**config.mk**
```make
export PLATFORM = sky130hd
export DESIGN_NAME = cmd_slave
export DESIGN_NICKNAME = d
export VERILOG_FILES = /design/src/rtl/mps_cmd_pkg.sv /design/src/rtl/cmd_regfile.sv /design/src/rtl/cmd_slave.sv
export SDC_FILE = /design/constraint.sdc
export NUM_CORES = 1
export LEC_CHECK = 0
export ABC_AREA = 1
export BUFFER_PORTS_ARGS = -buffer_cell sky130_fd_sc_hd__buf_2
export CORE_ASPECT_RATIO = 1.75
export CORE_MARGIN = 8
export CORE_UTILIZATION = 54
export DETAILED_ROUTE_END_ITERATION = 16
export GPL_ROUTABILITY_DRIVEN = 0
export HOLD_SLACK_MARGIN = 0.08
export PLACE_DENSITY = 0.75
export SYNTH_ARGS = -nofsm -noshare
export SYNTH_HDL_FRONTEND = slang
export SYNTH_SLANG_ARGS = --single-unit
```
**constraint.sdc**
```tcl
create_clock -name SCLK -period 2.1 [get_ports SCLK]
set_clock_uncertainty 0.15 [all_clocks]
set_input_delay 0 -clock SCLK [delete_from_list [all_inputs] [get_ports SCLK]]
set_output_delay 0 -clock SCLK [all_outputs]
set_load 0.02 [all_outputs]
```
**src/rtl/mps_cmd_pkg.sv**
```systemverilog
// Shared opcodes, FSM state encoding, register map and reset values for the command slave.
package mps_cmd_pkg;

    localparam int unsigned DW = 8;

    localparam logic [DW-1:0] OP_WRITE    = 8'h01;
    localparam logic [DW-1:0] OP_READ     = 8'h02;
    localparam logic [DW-1:0] OP_STATUS   = 8'h03;
    localparam logic [DW-1:0] OP_SOFT_RST = 8'h04;

    localparam logic [DW-1:0] CTRL_ADDR   = 8'h00;
    localparam logic [DW-1:0] THRESH_ADDR = 8'h01;

    localparam logic [DW-1:0] CTRL_RST    = 8'h00;
    localparam logic [DW-1:0] THRESH_RST  = 8'h80;
    localparam logic [DW-1:0] DEFAULT_RST = 8'h00;

    typedef enum logic [2:0] {
        IDLE,
        OPCODE,
        ADDR,
        WDATA,
        RDATA,
        STAT,
        ERR
    } cmd_state_e;

    // Power-on / soft-reset value of register idx.
    function automatic logic [DW-1:0] reg_rst_val(input int unsigned idx);
        logic [DW-1:0] val;
        if (idx == 32'(CTRL_ADDR)) begin
            val = CTRL_RST;
        end else if (idx == 32'(THRESH_ADDR)) begin
            val = THRESH_RST;
        end else begin
            val = DEFAULT_RST;
        end
        return val;
    endfunction

endpackage

```
**src/rtl/cmd_regfile.sv**
```systemverilog
// Configuration register file: one write port, one combinational read port, synchronous clear.
module cmd_regfile
    import mps_cmd_pkg::*;
#(
    parameter int unsigned NUM_REGS = 8,
    parameter int unsigned AW       = 3
) (
    input  logic          clk_i,
    input  logic          rst_ni,
    input  logic          clr_i,
    input  logic          we_i,
    input  logic [AW-1:0] waddr_i,
    input  logic [DW-1:0] wdata_i,
    input  logic [AW-1:0] raddr_i,
    output logic [DW-1:0] rdata_c_o,
    output logic          readout_en_o,
    output logic [DW-1:0] thresh_o
);

    logic [DW-1:0] mem_q [NUM_REGS];

    // Clear takes priority so a soft reset can never be overridden by a write.
    always_ff @(posedge clk_i or negedge rst_ni) begin
        if (!rst_ni) begin
            for (int unsigned i = 0; i < NUM_REGS; i++) mem_q[i] <= reg_rst_val(i);
        end else if (clr_i) begin
            for (int unsigned i = 0; i < NUM_REGS; i++) mem_q[i] <= reg_rst_val(i);
        end else if (we_i) begin
            mem_q[waddr_i] <= wdata_i;
        end
    end

    assign rdata_c_o    = mem_q[raddr_i];
    assign readout_en_o = mem_q[AW'(CTRL_ADDR)][0];
    assign thresh_o     = mem_q[AW'(THRESH_ADDR)];

endmodule

```
**src/rtl/cmd_slave.sv**
```systemverilog
// Byte-stream command slave: WRITE/READ/STATUS/SOFT_RESET frames framed by active-low SS.
// Build option: define CMD_AUTOINC_EN to keep WDATA/RDATA open with a wrapping address.
module cmd_slave
    import mps_cmd_pkg::*;
#(
    parameter int unsigned NUM_REGS = 8
) (
    input  logic          SCLK,
    input  logic          sys_reset,
    input  logic          SS,
    input  logic [DW-1:0] MOSI,
    output logic [DW-1:0] MISO,
    input  logic          mem_full,
    input  logic          mem_empty,
    output logic          readout_en,
    output logic [DW-1:0] thresh,
    output logic          soft_rst
);

    localparam int unsigned  AW        = (NUM_REGS > 1) ? $clog2(NUM_REGS) : 1;
    localparam logic [DW-1:0] LAST_ADDR = 8'(NUM_REGS - 1);

    cmd_state_e    state_q, state_d, cur_st;
    logic          ss_q, ss_fall_c;
    logic          is_wr_q, is_wr_d;
    logic [DW-1:0] addr_q, addr_d, addr_nxt_c, raddr_c;
    logic          err_q, err_d;
    logic [DW-1:0] miso_q, miso_d;
    logic          soft_rst_q, soft_rst_d;
    logic          we_c, clr_c;
    logic [DW-1:0] rdata_c, rd_val_c;

    function automatic logic in_range(input logic [DW-1:0] a);
        return a <= LAST_ADDR;
    endfunction

    // ss_q resets low so a frame needs a fresh SS falling edge after reset.
    assign ss_fall_c  = ss_q & ~SS;
    assign addr_nxt_c = (addr_q == LAST_ADDR) ? 8'h00 :
                        (in_range(addr_q) ? addr_q + 8'd1 : addr_q);
    assign raddr_c    = (state_q == ADDR) ? MOSI : addr_nxt_c;
    assign rd_val_c   = in_range(raddr_c) ? rdata_c : 8'h00;

    // The SS falling-edge cycle already carries the opcode byte.
    always_comb begin
        cur_st = state_q;
        if (state_q == IDLE && ss_fall_c) cur_st = OPCODE;
    end

    always_comb begin
        state_d    = state_q;
        is_wr_d    = is_wr_q;
        addr_d     = addr_q;
        err_d      = err_q;
        miso_d     = 8'h00;
        soft_rst_d = 1'b0;
        we_c       = 1'b0;
        clr_c      = 1'b0;
        if (SS) begin
            state_d = IDLE;
        end else begin
            unique case (cur_st)
                IDLE, ERR: ;
                OPCODE: begin
                    case (MOSI)
                        OP_WRITE: begin
                            state_d = ADDR;
                            is_wr_d = 1'b1;
                        end
                        OP_READ: begin
                            state_d = ADDR;
                            is_wr_d = 1'b0;
                        end
                        OP_STATUS: begin
                            state_d = STAT;
                            miso_d  = {5'b0, err_q, mem_full, mem_empty};
                        end
                        OP_SOFT_RST: begin
                            state_d    = ERR;
                            soft_rst_d = 1'b1;
                            clr_c      = 1'b1;
                            err_d      = 1'b0;
                        end
                        default: begin
                            state_d = ERR;
                            err_d   = 1'b1;
                        end
                    endcase
                end
                ADDR: begin
                    addr_d = MOSI;
                    if (!in_range(MOSI)) err_d = 1'b1;
                    if (is_wr_q) begin
                        state_d = WDATA;
                    end else begin
                        state_d = RDATA;
                        miso_d  = rd_val_c;
                    end
                end
                WDATA: begin
                    we_c = in_range(addr_q);
`ifdef CMD_AUTOINC_EN
                    addr_d = addr_nxt_c;
`else
                    state_d = ERR;
`endif
                end
                RDATA: begin
`ifdef CMD_AUTOINC_EN
                    addr_d = addr_nxt_c;
                    miso_d = rd_val_c;
`else
                    state_d = ERR;
`endif
                end
                STAT: state_d = ERR;
            endcase
        end
    end

    always_ff @(posedge SCLK or negedge sys_reset) begin
        if (!sys_reset) begin
            state_q    <= IDLE;
            ss_q       <= 1'b0;
            is_wr_q    <= 1'b0;
            addr_q     <= 8'h00;
            err_q      <= 1'b0;
            miso_q     <= 8'h00;
            soft_rst_q <= 1'b0;
        end else begin
            state_q    <= state_d;
            ss_q       <= SS;
            is_wr_q    <= is_wr_d;
            addr_q     <= addr_d;
            err_q      <= err_d;
            miso_q     <= miso_d;
            soft_rst_q <= soft_rst_d;
        end
    end

    cmd_regfile #(
        .NUM_REGS (NUM_REGS),
        .AW       (AW)
    ) u_regfile (
        .clk_i        (SCLK),
        .rst_ni       (sys_reset),
        .clr_i        (clr_c),
        .we_i         (we_c),
        .waddr_i      (AW'(addr_q)),
        .wdata_i      (MOSI),
        .raddr_i      (AW'(raddr_c)),
        .rdata_c_o    (rdata_c),
        .readout_en_o (readout_en),
        .thresh_o     (thresh)
    );

    assign MISO     = miso_q;
    assign soft_rst = soft_rst_q;

endmodule

```
==> flow_summary.html <==
<table>
<tr><th>Metric</th><th>Value</th></tr>
<tr><th colspan="2">STA</th></tr>
<tr><td>Final number of setup-violating endpoints</td><td>1</td></tr>
<tr><td>Final critical-path share of the clock period</td><td>100%</td></tr>
<tr><td>RSZ-0062 raised after global routing</td><td>true</td></tr>
<tr><td>TNS Setup</td><td>-9.79 ps</td></tr>
<tr><td>Max Freq</td><td>~470 MHz</td></tr>
<tr><td>Headroom to the max-slew limit</td><td>between 60% and 70%</td></tr>
<tr><td>Post-layout min period</td><td>roughly 2100 ps</td></tr>
<tr><td>Final Max Tran Viols</td><td>0</td></tr>
<tr><td>Slew at the pin closest to its max-slew limit</td><td>~530 ps</td></tr>
<tr><td>Worst setup slack after layout</td><td>-9.79 ps</td></tr>
<tr><td>Final Hold Fails</td><td>0</td></tr>
<tr><th colspan="2">Run status</th></tr>
<tr><td>Outcome</td><td>finished with violations</td></tr>
<tr><td>Violations in the final reports</td><td>setup timing</td></tr>
<tr><th colspan="2">Route</th></tr>
<tr><td>Average wire per cell in the routed design</td><td>18.5 µm</td></tr>
<tr><td>Avg Vias per Cell</td><td>5.77</td></tr>
<tr><td>Aggregate routed wire length</td><td>roughly 13 mm</td></tr>
<tr><td>DR iter-0 viols</td><td>approximately 490</td></tr>
<tr><td>Total via count in the routed design</td><td>4016</td></tr>
<tr><td>Post-route DRC violation count</td><td>0</td></tr>
<tr><td>Number of antenna-violating nets in the routed design</td><td>0</td></tr>
<tr><td>Pre-antenna DRT Iters</td><td>7</td></tr>
<tr><th colspan="2">Job</th></tr>
<tr><td>Maximum Capacitance Violations</td><td>0</td></tr>
<tr><th colspan="2">Power</th></tr>
<tr><td>VDD IR max</td><td>0.000747 V</td></tr>
<tr><td>Power after layout</td><td>~0.0064 W</td></tr>
<tr><td>Leakage</td><td>2.63 nW</td></tr>
<tr><td>Total power divided by cell area</td><td>between 1000 and 1500 mW/mm²</td></tr>
<tr><th colspan="2">Floorplanning</th></tr>
<tr><td>Initial cell density of the core</td><td>between 50% and 60%</td></tr>
<tr><td>Number of primary I/O pins</td><td>31</td></tr>
<tr><td>Die outline width</td><td>around 84 µm</td></tr>
<tr><td>Site Rows</td><td>43</td></tr>
<tr><td>Std-Cell Core Area</td><td>roughly 0.0079 mm²</td></tr>
<tr><td>Full die area</td><td>0.0113 mm²</td></tr>
<tr><td>Overall die height</td><td>135 µm</td></tr>
<tr><th colspan="2">GRT</th></tr>
<tr><td>Via count of the first global-routing pass</td><td>3942</td></tr>
<tr><td>Global-route wire length before repair</td><td>between 20 and 25 mm</td></tr>
<tr><td>All-Layer GR Usage</td><td>22.3%</td></tr>
<tr><td>Initial antenna violation count</td><td>0</td></tr>
<tr><td>Largest net degree at the start of global routing</td><td>between 40 and 50</td></tr>
<tr><td>Total global routing overflow</td><td>0</td></tr>
<tr><th colspan="2">Placement</th></tr>
<tr><td>Worst slack after detailed placement</td><td>around 1.8 ps</td></tr>
<tr><td>Number of cells after detailed placement</td><td>roughly 660</td></tr>
<tr><td>IO Port Bufs</td><td>30</td></tr>
<tr><td>DP Area</td><td>0.00470 mm²</td></tr>
<tr><td>HPWL after detailed placement</td><td>8.85 mm</td></tr>
<tr><th colspan="2">Setup path</th></tr>
<tr><td>Critical path startpoint category</td><td>register</td></tr>
<tr><td>Setup CP Type</td><td>register to register</td></tr>
<tr><td>Endpoint type of the worst setup path</td><td>register</td></tr>
<tr><td>Worst endpoint data arrival time</td><td>2220 ps</td></tr>
<tr><td>Critical-path maximum fanout</td><td>14</td></tr>
<tr><td>Required @ worst endpoint</td><td>about 2200 ps</td></tr>
<tr><td>Depth of the worst register-to-register path</td><td>11</td></tr>
<tr><th colspan="2">Final layout</th></tr>
<tr><td>Number of inserted diodes</td><td>0</td></tr>
<tr><td>Commonest non-fill, non-tap cells in the layout</td><td>sky130_fd_sc_hd__nand2_1, sky130_fd_sc_hd__dfrtp_1, sky130_fd_sc_hd__o21ai_1</td></tr>
<tr><td>Post-layout nets</td><td>around 620</td></tr>
<tr><td>Commonest non-fill, non-tap cell in the layout</td><td>sky130_fd_sc_hd__nand2_1</td></tr>
<tr><td>Fraction of final layout cells sized beyond drive strength 1</td><td>between 20% and 30%</td></tr>
<tr><td>Final standard cell count with taps included and fillers excluded</td><td>~700</td></tr>
<tr><td>Post-route design area</td><td>approximately 0.0054 mm²</td></tr>
<tr><td>Layout area overhead</td><td>24.2%</td></tr>
<tr><th colspan="2">Yosys</th></tr>
<tr><td>Warnings, synthesis</td><td>0</td></tr>
<tr><td>Fraction of synthesized cell area taken by the top area cell type</td><td>approximately half</td></tr>
<tr><td>Area of the mapped netlist</td><td>approximately 0.0043 mm²</td></tr>
<tr><td>Synthesized netlist net count</td><td>548</td></tr>
<tr><td>Number of cells produced by synthesis</td><td>about 530</td></tr>
<tr><td>Share of the yosys chip area belonging to registers</td><td>about 50%</td></tr>
<tr><td>Cell accounting for the most synthesized area</td><td>sky130_fd_sc_hd__dfrtp_1</td></tr>
<tr><td>Synth cell types</td><td>34</td></tr>
<tr><td>Top cells by area, synth</td><td>sky130_fd_sc_hd__dfrtp_1, sky130_fd_sc_hd__nand2_1, sky130_fd_sc_hd__nand3_1, sky130_fd_sc_hd__o21ai_1, sky130_fd_sc_hd__inv_1</td></tr>
<tr><td>#FFs+latches synth</td><td>87</td></tr>
<tr><td>Average size of a mapped cell</td><td>around 8 µm²</td></tr>
<tr><th colspan="2">Clock network</th></tr>
<tr><td>CTS root buffer</td><td>sky130_fd_sc_hd__clkbuf_16</td></tr>
<tr><td>CTS tree</td><td>done</td></tr>
<tr><td>Bufs on Longest Clock Path</td><td>2</td></tr>
<tr><td>Clock buffer count from CTS</td><td>9</td></tr>
<tr><td>Clock transition at the registers of the reported paths</td><td>about 60 ps</td></tr>
<tr><td>Clock latency reported for the late side of the worst-skew pair</td><td>between 300 and 400 ps</td></tr>
<tr><td>Clock sink count</td><td>87</td></tr>
<tr><td>H-tree levels</td><td>3</td></tr>
<tr><th colspan="2">Hold path</th></tr>
<tr><td>Hold crit path type</td><td>input port to register</td></tr>
<tr><td>Hold Path Cell Cnt</td><td>2</td></tr>
</table>
-- metrics by stage --
| step | hold WS [ps] | utilization (%) |
|---|---|---|
| final | 287 | 68.7 |
| after floorplan | -446 | - |
| after global routing | 294 | 68.7 |
| after global placement | -120 | 59.8 |
| after CTS | 264 | 65.9 |
| after detailed placement | -110 | 59.8 |
-- Yosys cell counts --
cell / n
sky130_fd_sc_hd__inv_1: 46
sky130_fd_sc_hd__a41oi_1: 1
sky130_fd_sc_hd__nand2_2: 6
sky130_fd_sc_hd__ha_1: 1
sky130_fd_sc_hd__or2_0: 1
sky130_fd_sc_hd__o22ai_1: 7
sky130_fd_sc_hd__o21ai_0: 33
sky130_fd_sc_hd__nand2_1: 137
sky130_fd_sc_hd__nor3_1: 3
sky130_fd_sc_hd__o211ai_1: 5
sky130_fd_sc_hd__inv_2: 3
sky130_fd_sc_hd__buf_4: 10
sky130_fd_sc_hd__nor2_4: 1
sky130_fd_sc_hd__nor3_2: 1
sky130_fd_sc_hd__a21oi_2: 9
sky130_fd_sc_hd__a22oi_1: 1
sky130_fd_sc_hd__nor3_4: 1
sky130_fd_sc_hd__dfrtp_1: 86
sky130_fd_sc_hd__or2_2: 4
sky130_fd_sc_hd__nand3_1: 55
sky130_fd_sc_hd__o32ai_1: 1
sky130_fd_sc_hd__nor2_1: 38
sky130_fd_sc_hd__buf_8: 1
sky130_fd_sc_hd__nand2_4: 7
sky130_fd_sc_hd__nor4_4: 1
sky130_fd_sc_hd__dfstp_2: 1
sky130_fd_sc_hd__a21oi_1: 11
sky130_fd_sc_hd__nand3_2: 1
sky130_fd_sc_hd__a21boi_0: 1
sky130_fd_sc_hd__clkinv_2: 1
sky130_fd_sc_hd__clkbuf_1: 7
sky130_fd_sc_hd__buf_2: 7
sky130_fd_sc_hd__nand3b_1: 3
sky130_fd_sc_hd__o21ai_1: 43
-- final timing paths --
path                                          start               endpoint  slack (ps)
min in group asynchronous                 sys_reset  u_regfile.thresh_o[7]         590
max in group asynchronous                 sys_reset     u_regfile.mem_q[0]         310
worst min register to register  u_regfile.mem_q[16]    u_regfile.mem_q[16]         340
worst max register to register            addr_q[1]                MISO[2]         -10
worst min-delay path                             SS                   ss_q         290
worst max-delay path                      addr_q[1]                MISO[2]         -10
-- state kept, by name (all words and copies together) (netlist names) --
name / flops
MISO: 8
addr_q: 8
err_q: 1
is_wr_q: 1
soft_rst: 1
ss_q: 1
state_q: 3
u_regfile.mem_q: 55
u_regfile.readout_en_o: 1
u_regfile.thresh_o: 8
-- kinds of logic after synthesis --
kind of cell	after synthesis	synth area share, %
simple gates	259	27.3
fa+ha+maj	1	0.288
compound gates	112	14.5
buf+inv	75	7.83
flops	87	50.1
-- worst max-delay path, stage by stage, from the launching register on --
cell and delay (ps):
sky130_fd_sc_hd__dfrtp_1 380, sky130_fd_sc_hd__ha_2 220, sky130_fd_sc_hd__a21oi_1 170, sky130_fd_sc_hd__nand3_1 130, sky130_fd_sc_hd__nand3_2 110, sky130_fd_sc_hd__nand2_4 120
sky130_fd_sc_hd__buf_4 210, sky130_fd_sc_hd__nand2_1 70, sky130_fd_sc_hd__nand3_1 90, sky130_fd_sc_hd__nand3_2 100, sky130_fd_sc_hd__nand3_2 90, sky130_fd_sc_hd__a21oi_2 190
-- layout make-up --
cell class                      count  area, µm²
Clock inverter                      4       45.0
Fill cell                         610       2460
Sequential cell                    87       2180
Inverter                           50        189
Clock buffer                       12        246
Tap cell                           90        113
Timing Repair Buffer               81        684
Multi-Input combinational cell    372       1940
-- routing by layer --
layer	global-route usage (%)	routed length (µm)	vias to the layer above	share of wire (%)
li1	-	-	1886	-
met1	23.4	4730	1911	37
met2	38.6	6780	175	53
met3	5.49	758	44	5.9
met4	13.9	583	0	4.5
met5	0	0	-	0
-- power breakdown --
group	switching, W	internal (W)
clock	0.000628	0.000948
sequential	0.0000929	0.00177
combinational	0.00170	0.00124
total	0.00242	0.00396
-- timing repair --
action | 4_1_cts | 5_1_grt
hold buffers | 17 | 0
resized for setup | 2 | 39
hold endpoints to repair | 167 | 0
pin swaps | 0 | 15
setup buffers | 0 | 4
setup endpoints to repair | 5 | 9
cloned | 0 | 3
Note: power is estimated with default switching activity, not from simulation.
